<file path="config.mk">
export PLATFORM = sky130hd
export DESIGN_NAME = ifetch
export DESIGN_NICKNAME = d
export VERILOG_FILES = /design/src/rtl/ifetch.sv
export SDC_FILE = /design/constraint.sdc
export NUM_CORES = 1
export LEC_CHECK = 0
export CAP_MARGIN = 20
export CORE_MARGIN = 5
export CORE_UTILIZATION = 43
export CTS_BUF_LIST = sky130_fd_sc_hd__clkbuf_4 sky130_fd_sc_hd__clkbuf_8
export DETAILED_ROUTE_END_ITERATION = 7
export PLACE_DENSITY = 0.79
export SYNTH_ARGS = -nofsm -noshare
export SYNTH_HDL_FRONTEND = slang
export SYNTH_SLANG_ARGS = --single-unit
</file>
<file path="constraint.sdc">
create_clock -name clk -period 1.6 [get_ports clk]
set_input_delay 0.24 -clock clk [delete_from_list [all_inputs] [get_ports clk]]
set_output_delay 0.24 -clock clk [all_outputs]
set_load 0.01 [all_outputs]
</file>
<file path="src/rtl/ifetch.sv">
// Instruction fetch front end: requests one instruction word at a time from
// instruction memory, holds it for the decoder until it is accepted, and
// follows redirects from taken branches and jumps.
//
// state   | meaning
// --------+-----------------------------------------------------------------
// FETCH   | request outstanding at fa; on ack the word is captured
// HOLD    | instruction presented to decode, waiting for instr_ready
// DISCARD | redirected while a request was in flight; drop the response
module ifetch #(
  parameter int PC_W    = 8,
  parameter int INSTR_W = 16
) (
  input  logic               clk,
  input  logic               reset,
  // instruction memory
  output logic               imem_req,
  output logic [PC_W-1:0]    imem_addr,
  input  logic               imem_ack,
  input  logic [INSTR_W-1:0] imem_rdata,
  // redirect from execute
  input  logic               redirect,
  input  logic [PC_W-1:0]    redirect_pc,
  // decode side
  output logic [INSTR_W-1:0] instr,
  output logic [3:0]         op,
  output logic [PC_W-1:0]    pcplus1,
  output logic               instr_valid,
  input  logic               instr_ready
);

  typedef enum logic [1:0] {
    FETCH   = 2'd0,
    HOLD    = 2'd1,
    DISCARD = 2'd2
  } state_t;

  state_t             state_q, state_d;
  logic [PC_W-1:0]    pc_q, pc_d;
  logic [PC_W-1:0]    fa_q, fa_d;
  logic [INSTR_W-1:0] instr_q, instr_d;
  logic [PC_W-1:0]    pcplus1_q, pcplus1_d;
  logic               valid_q, valid_d;
  logic [PC_W-1:0]    fa_inc;

  // Increment wraps naturally at 2^PC_W.
  assign fa_inc = fa_q + PC_W'(1);

  // Next-state and datapath updates; redirect is tested first in every state.
  always_comb begin
    state_d   = state_q;
    pc_d      = pc_q;
    fa_d      = fa_q;
    instr_d   = instr_q;
    pcplus1_d = pcplus1_q;
    valid_d   = valid_q;
    case (state_q)
      FETCH: begin
        if (redirect) begin
          pc_d    = redirect_pc;
          valid_d = 1'b0;
          if (imem_ack) begin
            // Response dropped; restart the request at the target.
            fa_d = redirect_pc;
          end else begin
            // Request must stay stable until its ack, so wait it out.
            state_d = DISCARD;
          end
        end else if (imem_ack) begin
          instr_d   = imem_rdata;
          pcplus1_d = fa_inc;
          pc_d      = fa_inc;
          valid_d   = 1'b1;
          state_d   = HOLD;
        end
      end
      HOLD: begin
        if (redirect) begin
          pc_d    = redirect_pc;
          fa_d    = redirect_pc;
          valid_d = 1'b0;
          state_d = FETCH;
        end else if (instr_ready) begin
          fa_d    = pc_q;
          valid_d = 1'b0;
          state_d = FETCH;
        end
      end
      DISCARD: begin
        valid_d = 1'b0;
        if (redirect) begin
          pc_d = redirect_pc;
        end
        if (imem_ack) begin
          fa_d    = redirect ? redirect_pc : pc_q;
          state_d = FETCH;
        end
      end
      default: begin
        valid_d = 1'b0;
        fa_d    = pc_q;
        state_d = FETCH;
      end
    endcase
  end

  // State and datapath registers with synchronous reset.
  always_ff @(posedge clk) begin
    if (reset) begin
      state_q   <= FETCH;
      pc_q      <= '0;
      fa_q      <= '0;
      instr_q   <= '0;
      pcplus1_q <= '0;
      valid_q   <= 1'b0;
    end else begin
      state_q   <= state_d;
      pc_q      <= pc_d;
      fa_q      <= fa_d;
      instr_q   <= instr_d;
      pcplus1_q <= pcplus1_d;
      valid_q   <= valid_d;
    end
  end

  // Request and valid are gated by reset so they drop in the reset cycle itself.
  assign imem_req    = ~reset & (state_q != HOLD);
  assign imem_addr   = fa_q;
  assign instr       = instr_q;
  assign op          = instr_q[INSTR_W-1:INSTR_W-4];
  assign pcplus1     = pcplus1_q;
  assign instr_valid = valid_q & ~reset;

endmodule

</file>
==> out/summary.txt <==
status -> finished, final reports clean
leading area contributor after synthesis -> dfxtp_1
synthesized flop and latch total -> 43
EDFF count, synth -> 0
Die X -> 78.5 um
Via density -> 5.39
Max Root-Sink Buffers -> 2
Setup crit end kind -> primary output
port bufs -> 66
full die area -> 6160 um2
Final Max Tran Viols -> 0
# clock sinks -> 43
instance area at placement -> 2920 um2
sequential area share after synthesis -> 42.7%
worst slack, placed -> -0.115 ns
Routed Wire Length -> 5320 um
Root Buffer -> clkbuf_8
Hold-fix buffers, CTS -> 0
Sw Ratio -> 29.8%
worst min path class -> flop to flop
asr flop ratio synth -> 0%
H-tree levels -> 2
Layout area overhead -> 51.8%
Synth Flop Type -> dfxtp_1
WS Path Type -> flop to primary output
Vert. Die Dim -> 78.5 um
1st-iter DRT viols -> 104
hold slack -> 0.454 ns
Final min period -> 1.53 ns
Reg power frac -> 44.7%
Gate Count Post-Synth -> 249
dominant cells by area after synthesis -> dfxtp_1, a21oi_1, nand2_1
Worst setup SP type -> flop
first-pass GRT wire length -> 8490 um
Crit path max-delay family -> buffers and inverters
Congestion Overflow GR -> 0
setup ws final -> 0.0653 ns
Slew @ Worst Pin -> 0.332 ns
Synth warnings -> 0
Finished Layout Cells -> 388
Max stage delay on crit path -> 0.57 ns
CP Cell Sequence -> clkdlybuf4s50_1
final net count -> 367
RD Place Congestion -> 0.864
drc violations -> 0
Mapped Area -> 2020 um2
Worst-Skew Late Latency -> 0.29 ns
initial antenna violation count -> 0
crit path buf inv count -> 1
Critical-path top delay cell -> clkdlybuf4s50_1
vias in the first global route -> 1868
top cell type's share of synthesized area -> 42.7%
PD cells -> 902 nW/um2
Num CTS Buffers -> 5
Core Footprint -> 4630 um2
Hold Fails Final Rpt -> 0
# Max-Cap Violations -> 0
Worst Skew -> 0.00966 ns
placed insts -> 378
f_max -> 652 MHz
proportion of layout cells with a drive suffix above 1 -> 16.2%
Crit Path Max Fanout -> 5
WL/cell -> 13.7 um
Max transition margin -> 77.8%
Rows -> 25
final instance area -> 3060 um2
via count -> 2091
Clock Power Share -> 24.9%
Combinational Power Share -> 30.4%
largest net degree at the start of global routing -> 24
peak ir drop on the vdd network -> 0.444 mV
final setup fails -> 0
Worst EP required -> 1.36 ns
detailed placement HPWL -> 4090 um
syn_area_per_cell -> 8.11 um2
clock slew at reported path FFs -> 0.09 ns
Worst Path Arrival -> 1.29 ns
DRT Pass-1 Iters -> 5
num ports -> 67
Mapped Nets -> 283
Switching Power -> 0.825 mW
Diodes inserted -> 0
Total GRT Usage -> 16.9%
CTS tree -> yes
Initial Util -> 43.6%
Yosys cell types -> 40
post-route ant nets -> 0
Pint -> 1.94 mW
final worst-path cycle share -> 95.9%
Lkg Pwr -> 1.23 nW
[sequential cells by signal, indices dropped and copies added, names as in the netlist]
signal	count
instr	16
state_q	2
pc_q	8
imem_addr	8
pcplus1	8
valid_q	1
[cell usage in the layout, fill, tap and decap left out, types with 3 or more instances in the layout]
cell type        count
clkdlybuf4s50_1     60
dfxtp_1             40
nand2_1             37
a21oi_1             35
buf_4               26
nor2_1              16
a211oi_1            15
a22oi_1              9
inv_1                7
o21ai_0              7
nand2b_1             5
clkbuf_8             5
nor2b_1              4
xnor2_1              4
dlymetal6s2s_1       4
buf_12               4
inv_2                3
and3_1               3
a221oi_1             3
nor3_1               3
dfxtp_2              3
[cell usage after synthesis (2+ instances only)]
cell type and instances:
a211oi_1 15, buf_4 4, a21oi_1 35, or3_1 2
a22oi_1 9, o21ai_0 7, a311oi_1 2, and3_1 3
a21o_1 2, nand2_1 38, dfxtp_1 43, nand3b_1 2
inv_1 9, nor3_1 3, a31oi_1 2, a221oi_1 3
buf_2 8, clkbuf_1 7, nand3_1 2, o22ai_1 2
ha_1 5, o211ai_1 2, nor2_1 17, xnor2_1 4
nor2b_1 4, nand2b_1 5
[through the flow]
step	setup TNS, ns	util, %	total power, mW
3_3_place_gp	-0.468	63.0	2.05
5_1_grt	-0.00149	66.2	2.91
6_report	0	66.2	2.76
3_5_place_dp	-1.16	63.0	2.07
4_1_cts	0	65.2	2.76
2_1_floorplan	0	-	1.65
[area by class of cell]
type                       instances  area (um2)
clock buffer                       6        76.3
fill                             401        1570
timing repair buffer              96         945
multi-input combinational        177        1060
inverter                          10        37.5
clock inverter                     2        12.5
sequential                        43         865
tap                               54        67.6
[routing by layer]
metal  global-route usage, %  routed length [um]  vias up
li1                        -                   -     1041
met1                    21.8                2440      944
met2                    26.2                2410       95
met3                    5.16                 402       11
met4                    6.29                  69        0
met5                       0                   0        -
[final timing paths]
| kind | slack (ns) | start | to | cells past startpoint |
|---|---|---|---|---|
| setup / recovery | 0.07 | imem_addr[5] | imem_addr[5] | 1 |
| hold / removal | 0.45 | instr[1] | instr[1] | 2 |
| setup reg to reg | 0.09 | state_q[0] | pc_q[5] | 6 |
| hold reg to reg | 0.45 | instr[1] | instr[1] | 2 |
[cells by family after synthesis]
family | share of synthesized area, %
AOI/OAI and AO/OA | 26.1
and+or+nand+nor | 18.8
DFF | 42.7
buffers and inverters | 6.63
xor gates and xnor gates | 2.17
adders and majority gates | 3.10
muxes | 0.496
[repair_timing]
action                                  CTS  global route
gates resized for setup                   4            14
setup buffers                             1             1
pin swaps                                 1             1
endpoints found under the setup margin   11            20
[power by group through the flow]
stage,Clock [mW],Sequential [mW],Combinational (mW)
after global placement,0,1.25,0.800
after floorplan,0,1.29,0.364
after detailed placement,0,1.25,0.816
after CTS,0.703,1.23,0.825
final,0.688,1.24,0.840
after global routing,0.752,1.25,0.915
Power figures use the tool's default switching activity.
